<file path="src/rtl/icache_fill_if.sv">
// Fetch-side request/response and RAM line-read signals of the instruction cache.
// The cache is the slave on this bundle. The fetch unit and RAM environment are the master.
interface icache_fill_if #(
  parameter int ADDR_WIDTH = 17,
  parameter int RAM_WIDTH  = 128
);
  logic                  flush;
  logic                  req_valid;
  logic [ADDR_WIDTH-1:0] req_addr;
  logic                  req_ready;
  logic                  resp_valid;
  logic [31:0]           resp_inst;
  logic                  mem_en;
  logic [ADDR_WIDTH-1:0] mem_addr;
  logic [RAM_WIDTH-1:0]  mem_dout;

  modport slave (
    input  flush, req_valid, req_addr, mem_dout,
    output req_ready, resp_valid, resp_inst, mem_en, mem_addr
  );

  modport master (
    output flush, req_valid, req_addr, mem_dout,
    input  req_ready, resp_valid, resp_inst, mem_en, mem_addr
  );
endinterface

</file>
<file path="src/rtl/icache_fill.sv">
// Direct-mapped instruction cache. Hits answer in one cycle.
// On a miss, a whole line is read from the RAM line port and installed after FILL_CYCLES.
module icache_line #(
  parameter int TAG_W     = 9,
  parameter int RAM_WIDTH = 128
) (
  input  logic                 clk,
  input  logic                 rst_n,
  input  logic                 clr,
  input  logic                 wr,
  input  logic                 wr_valid,
  input  logic [TAG_W-1:0]     wr_tag,
  input  logic [RAM_WIDTH-1:0] wr_data,
  output logic                 valid,
  output logic [TAG_W-1:0]     tag,
  output logic [RAM_WIDTH-1:0] data
);
  // Flush wins over a same-cycle install, so a line filled under flush stays invalid.
  always_ff @(posedge clk or negedge rst_n) begin
    if (!rst_n)     valid <= 1'b0;
    else if (clr)   valid <= 1'b0;
    else if (wr)    valid <= wr_valid;
  end

  // Tag and data carry no reset; valid alone qualifies them.
  always_ff @(posedge clk) begin
    if (wr) begin
      tag  <= wr_tag;
      data <= wr_data;
    end
  end
endmodule

module icache_fill #(
  parameter int ADDR_WIDTH  = 17,
  parameter int RAM_WIDTH   = 128,
  parameter int INDEX_WIDTH = 4,
  parameter int FILL_CYCLES = 2
) (
  input  logic          clk,
  input  logic          rst_n,
  icache_fill_if.slave  bus
);
  localparam int TAG_W = ADDR_WIDTH - INDEX_WIDTH - 4;
  localparam int LINES = 1 << INDEX_WIDTH;
  localparam int CNT_W = (FILL_CYCLES > 1) ? $clog2(FILL_CYCLES) : 1;

  typedef enum logic {IDLE, FILL} state_t;

  state_t                          state, state_nxt;
  logic [CNT_W-1:0]                cnt, cnt_nxt;
  logic [INDEX_WIDTH-1:0]          req_index, fill_index;
  logic [TAG_W-1:0]                req_tag, fill_tag;
  logic [1:0]                      req_word, fill_word;
  logic [LINES-1:0]                line_valid;
  logic [LINES-1:0][TAG_W-1:0]     line_tag;
  logic [LINES-1:0][RAM_WIDTH-1:0] line_data;
  logic                            accept, hit, start_fill, fill_done;
  logic                            flush_flag, line_wr_valid;
  logic                            unused_addr;

  assign req_index   = bus.req_addr[INDEX_WIDTH+3:4];
  assign req_tag     = bus.req_addr[ADDR_WIDTH-1:INDEX_WIDTH+4];
  assign req_word    = bus.req_addr[3:2];
  assign unused_addr = ^bus.req_addr[1:0];

  assign bus.req_ready = (state == IDLE) && !bus.flush;
  assign accept        = bus.req_valid && bus.req_ready;
  assign hit           = line_valid[req_index] && (line_tag[req_index] == req_tag);
  // A flush anywhere in the fill, including its final cycle, keeps the new line invalid.
  assign line_wr_valid = !(flush_flag || bus.flush);

  for (genvar i = 0; i < LINES; i++) begin : g_line
    icache_line #(.TAG_W(TAG_W), .RAM_WIDTH(RAM_WIDTH)) u_line (
      .clk      (clk),
      .rst_n    (rst_n),
      .clr      (bus.flush),
      .wr       (fill_done && (fill_index == INDEX_WIDTH'(i))),
      .wr_valid (line_wr_valid),
      .wr_tag   (fill_tag),
      .wr_data  (bus.mem_dout),
      .valid    (line_valid[i]),
      .tag      (line_tag[i]),
      .data     (line_data[i])
    );
  end

  always_comb begin
    state_nxt  = state;
    cnt_nxt    = cnt;
    start_fill = 1'b0;
    fill_done  = 1'b0;
    case (state)
      IDLE: begin
        if (accept && !hit) begin
          start_fill = 1'b1;
          cnt_nxt    = CNT_W'(FILL_CYCLES - 1);
          state_nxt  = FILL;
        end
      end
      FILL: begin
        if (cnt == '0) begin
          fill_done = 1'b1;
          state_nxt = IDLE;
        end else begin
          cnt_nxt = cnt - 1'b1;
        end
      end
      default: state_nxt = IDLE;
    endcase
  end

  always_ff @(posedge clk or negedge rst_n) begin
    if (!rst_n) begin
      state          <= IDLE;
      cnt            <= '0;
      flush_flag     <= 1'b0;
      fill_index     <= '0;
      fill_tag       <= '0;
      fill_word      <= '0;
      bus.mem_en     <= 1'b0;
      bus.mem_addr   <= '0;
      bus.resp_valid <= 1'b0;
      bus.resp_inst  <= '0;
    end else begin
      state      <= state_nxt;
      cnt        <= cnt_nxt;
      flush_flag <= (state == FILL) && !fill_done && (flush_flag || bus.flush);

      bus.resp_valid <= (accept && hit) || fill_done;
      if (accept && hit)
        bus.resp_inst <= line_data[req_index][{req_word, 5'b0} +: 32];
      else if (fill_done)
        bus.resp_inst <= bus.mem_dout[{fill_word, 5'b0} +: 32];

      if (start_fill) begin
        bus.mem_en   <= 1'b1;
        bus.mem_addr <= {bus.req_addr[ADDR_WIDTH-1:4], 4'b0};
        fill_index   <= req_index;
        fill_tag     <= req_tag;
        fill_word    <= req_word;
      end else if (fill_done) begin
        bus.mem_en <= 1'b0;
      end
    end
  end
endmodule

</file>
<file path="src/flat_wrapper.sv">
// flat-port wrapper written by rule: the top's interface ports become plain ports
module icache_fill_flat 
#(
  parameter int ADDR_WIDTH  = 17,
  parameter int RAM_WIDTH   = 128,
  parameter int INDEX_WIDTH = 4,
  parameter int FILL_CYCLES = 2
)
  (clk, rst_n, bus_flush, bus_req_valid, bus_req_addr, bus_mem_dout, bus_req_ready, bus_resp_valid, bus_resp_inst, bus_mem_en, bus_mem_addr);
  icache_fill_if #(.ADDR_WIDTH(ADDR_WIDTH), .RAM_WIDTH(RAM_WIDTH)) bus_i ();
  input  logic clk;
  input  logic rst_n;
  input wire logic [$bits(bus_i.flush)-1:0] bus_flush;
  input wire logic [$bits(bus_i.req_valid)-1:0] bus_req_valid;
  input wire logic [$bits(bus_i.req_addr)-1:0] bus_req_addr;
  input wire logic [$bits(bus_i.mem_dout)-1:0] bus_mem_dout;
  output wire logic [$bits(bus_i.req_ready)-1:0] bus_req_ready;
  output wire logic [$bits(bus_i.resp_valid)-1:0] bus_resp_valid;
  output wire logic [$bits(bus_i.resp_inst)-1:0] bus_resp_inst;
  output wire logic [$bits(bus_i.mem_en)-1:0] bus_mem_en;
  output wire logic [$bits(bus_i.mem_addr)-1:0] bus_mem_addr;
  assign bus_i.flush = bus_flush;
  assign bus_i.req_valid = bus_req_valid;
  assign bus_i.req_addr = bus_req_addr;
  assign bus_i.mem_dout = bus_mem_dout;
  assign bus_req_ready = bus_i.req_ready;
  assign bus_resp_valid = bus_i.resp_valid;
  assign bus_resp_inst = bus_i.resp_inst;
  assign bus_mem_en = bus_i.mem_en;
  assign bus_mem_addr = bus_i.mem_addr;
  icache_fill #(.ADDR_WIDTH(ADDR_WIDTH), .RAM_WIDTH(RAM_WIDTH), .INDEX_WIDTH(INDEX_WIDTH), .FILL_CYCLES(FILL_CYCLES)) u_core (.clk(clk), .rst_n(rst_n), .bus(bus_i));
endmodule
</file>
<file path="config.mk">
export PLATFORM = sky130hd
export DESIGN_NAME = icache_fill_flat
export DESIGN_NICKNAME = d
export VERILOG_FILES = /design/src/rtl/icache_fill_if.sv /design/src/rtl/icache_fill.sv /design/src/flat_wrapper.sv
export SDC_FILE = /design/constraint.sdc
export NUM_CORES = 2
export LEC_CHECK = 0
export ABC_AREA = 1
export CAP_MARGIN = 5
export CORE_MARGIN = 1.5
export CORE_UTILIZATION = 50
export DETAILED_ROUTE_END_ITERATION = 10
export MAX_ROUTING_LAYER = met4
export PLACE_DENSITY = 0.71
export SLEW_MARGIN = 20
export SYNTH_ARGS = -nofsm -noshare
export SYNTH_HDL_FRONTEND = slang
export SYNTH_SLANG_ARGS = --single-unit
</file>
<file path="constraint.sdc">
create_clock -name clk -period 9.34 [get_ports clk]
set_input_delay 1.868 -clock clk [delete_from_list [all_inputs] [get_ports clk]]
set_output_delay 1.868 -clock clk [all_outputs]
set_load 0.05 [all_outputs]
</file>
==> impl_metrics.toml <==
[run_status]
run_status = "finished, final reports clean"

[timing]
fmax_mhz = 173
final.period_utilization_pct = 61.7
finalHoldViolCount = 0
setup_violations = 0
finalHoldWorstSlack_ns = 0.519
worst_slew_margin_rel_pct = 15.3
final_max_slew_viol_count = 0
setup_tns_ns = 0
finalClockSkew_ns = 0.0484
max_slew.worst_pin.slew_ns = 1.27
final.min_clock_period_ns = 5.76
worst_slack_ns = 3.58
grt_setup_unrepaired = "false"

[synthesis]
synth_seq_area_share_pct = 73.3
syn_area_um2 = 92100
post_synth.cell_area_avg_um2 = 11.5
synthesis.instances = 8008
synth.lib_cells_used.distinct = 27
ys_warn_count = 0
yosys_register_bits = 2260

[power_and_ir_drop]
power-per-cell-area_nw_per_um2 = 225
power_leakage_nw = 37.3
total_power_mw = 23.3
max-vdd-ir-drop_mv = 0.233

[detailed_routing]
wl_per_cell_um = 25.3
dr.first_iter.drc_count = 8674
drt.antenna.violating_nets = 0
drc = 0
vias = 63336
vias_per_cell = 5.93
overall_routed_net_length_um = 270000
dr.pass1.iters = 6

[finish]
num-fill-cells = 14562
fin_cells = 10679
drive_above_1_share_pct = 5.58
stdcell_area_um2 = 103000
finish.utilization_pct = 56.5
area_growth_pct = 12.3
nets = 8142

[die]
horiz_die_dim_um = 432
core.rowCount = 157
die_y_um = 432
placeableCoreArea_um2 = 183000
design.die.area_um2 = 187000
io_pins = 201
initial_core_util_pct = 50.3

[setup_path]
setup.reg_to_reg.worst_slack_ns = 4.96
end_kind = "flop"
arrival_ns = 6.56
reg2reg_from = "u_core.state"
reg2reg_depth = 7
critical_path_s_most_frequent_cell = "nand2_1"
r2r_end = "u_core.g_line[4].u_line.data[59]"
critical_path.startpoint = "bus_req_addr[4]"
worstPathCellList = "buf_8, buf_4, nor2_1, nor2_1, o21ai_0, nand3_1, nand3_1, nand2_1, nand2_1, nand2_1, nand2_1, nor2_4, nand3_4, buf_4, nand2_1, nand2_1, nand2_1"
worstSetupStartpointType = "input pin"
cp-endpoint = "u_core.bus.resp_inst[12]"
stage_delay_of_the_slowest_cell_on_the_critical_path_ns = 0.85
cp_data_required_time_ns = 10.13
worstSetupPathType = "input pin to flop"
critical_path.slowest_cell = "buf_4"
crit_path_max_fanout = 93

[clocking]
number_of_buffers_created_by_cts = 215
cts.sink_count = 2260
cts.hold.buffers_added = 0
cts.root.buffer_cell = "clkbuf_16"
cts-root-to-sink-buffers = 3
htreeDepth = 4
cts_setup_buffers = 0
cts_tree = "done"
worst_setup_hold_path_clk_slew_ns = 0.06
clock_latency_ns = 0.88
post_cts.resized_instances = 0

[global_routing]
grt_first_pass_wirelength_um = 393000
grt_pass1_vias = 59716
grt_antenna_before_repair = 51
grt_start_max_net_pins = 216
grt_remaining_overflow = 0
grt_use_total_pct = 29.6

[placement]
io_buf_count = 194
dp_slack_ns = 2.92
placement.cell_area_um2 = 96200
place_congestion = 0.853
hpwlAfterDp_um = 138000
placed_cell_count = 10240

[job]
max-cap-violations = 0

[worst_hold_path]
min_path_type = "flop to flop"
[cell usage in the layout, fill, tap and decap left out, types with 41 or more instances in the layout]
| cell type | synthesis | final |
|---|---|---|
| nand3_1 | 1743 | 1743 |
| clkdlybuf4s50_1 | 0 | 187 |
| edfxtp_1 | 2192 | 2192 |
| dfrtp_1 | 68 | 66 |
| buf_4 | 16 | 77 |
| inv_1 | 59 | 56 |
| clkbuf_16 | 0 | 217 |
| clkinv_2 | 0 | 41 |
| diode_2 | 0 | 45 |
| o21ai_0 | 119 | 118 |
| nor2_1 | 152 | 135 |
| nand2_1 | 2967 | 2967 |
| a21oi_1 | 76 | 76 |
[worst min path at each step]
| stage | from | end | slack [ns] | cells past startpoint |
|---|---|---|---|---|
| after floorplan | u_core.state | u_core.cnt | 0.48 | 1 |
| after global placement | u_core.bus.resp_inst[26] | u_core.bus.resp_inst[26] | 0.50 | 2 |
| after detailed placement | u_core.bus.mem_en | u_core.bus.mem_en | 0.51 | 2 |
| after CTS | u_core.bus.resp_inst[6] | u_core.bus.resp_inst[6] | 0.53 | 2 |
| after global routing | u_core.bus.resp_inst[18] | u_core.bus.resp_inst[18] | 0.54 | 2 |
| final | u_core.bus.resp_inst[6] | u_core.bus.resp_inst[6] | 0.52 | 2 |
[where the power goes]
| part | leakage [nW] | total [mW] | switching, mW | internal [mW] |
|---|---|---|---|---|
| sequential | 20.6 | 11.8 | 0.203 | 11.6 |
| combinational | 13.1 | 2.67 | 2.03 | 0.647 |
| clock | 3.51 | 8.83 | 3.75 | 5.08 |
[cells in the mapped netlist]
master    instances  share of area [%]
inv_2             2             0.0082
edfxtp_1       2192                 71
o31ai_1           2              0.016
inv_1            59               0.24
o21ai_1          18              0.098
buf_2           150               0.81
clkinv_1          1             0.0041
nand4_1          32               0.22
nor3_1            2              0.011
conb_1            1             0.0041
buf_1            64               0.26
dfrtp_1          68                1.8
nand3_2           1              0.011
a31oi_1           1             0.0068
o211ai_1          5              0.041
o32ai_1          32               0.30
nor2_4            2              0.024
buf_6             6              0.073
nand3_1        1743                9.5
buf_4            16               0.13
nand2_1        2967                 12
clkbuf_1        294                1.2
a21oi_1          76               0.41
nor2_1          152               0.62
inv_4             2              0.014
o21ai_0         119               0.65
nor3b_1           1             0.0082
[worst max-delay path, delay by kind of cell]
kind                   cells  cell delay (ns)
AND/OR/NAND/NOR           13             2.60
buffers and inverters      3             1.86
AO/OA/AOI/OAI              1             0.10
[metal layers]
metal / up-vias / wire length (um) / GRT usage, %
li1: 28062 / - / -
met1: 30924 / 99300 / 36.7
met2: 3743 / 127000 / 45.2
met3: 607 / 28700 / 5.96
met4: 0 / 14600 / 17.4
met5: - / 0 / -
[state kept, by name (all words and copies together), names as in the netlist]
register,flops
u_core.bus.mem_addr,1
u_core.g_line.u_line.data,2048
u_core.bus.resp_inst,32
u_core.state,1
u_core.flush_flag,1
u_core.bus.resp_valid,1
u_core.fill_tag,9
u_core.g_line.u_line.valid,16
u_core.fill_index,3
u_core.bus.mem_en,1
u_core.cnt,1
u_core.fill_word,2
u_core.g_line.u_line.tag,144
[area by class of cell]
| cell class | count | area [um2] | area share [%] |
|---|---|---|---|
| Clock inverter | 125 | 1430 | 1.39 |
| Clock buffer | 269 | 5750 | 5.55 |
| Inverter | 64 | 287 | 0.277 |
| Tap cell | 2464 | 3080 | 2.98 |
| Timing Repair Buffer | 295 | 3020 | 2.92 |
| Antenna cell | 45 | 113 | 0.109 |
| Multi-Input combinational cell | 5157 | 22200 | 21.5 |
| Sequential cell | 2260 | 67500 | 65.3 |
[cell families after synthesis]
| group | count (synthesis) | share of synthesized area [%] |
|---|---|---|
| other | 1 | 0.00407 |
| buffers and inverters | 594 | 2.74 |
| and+or+nand+nor | 4900 | 22.4 |
| DFF | 2260 | 73.3 |
| AOI/OAI and AO/OA | 253 | 1.52 |
No activity file was read; power rests on OpenSTA's default activity.
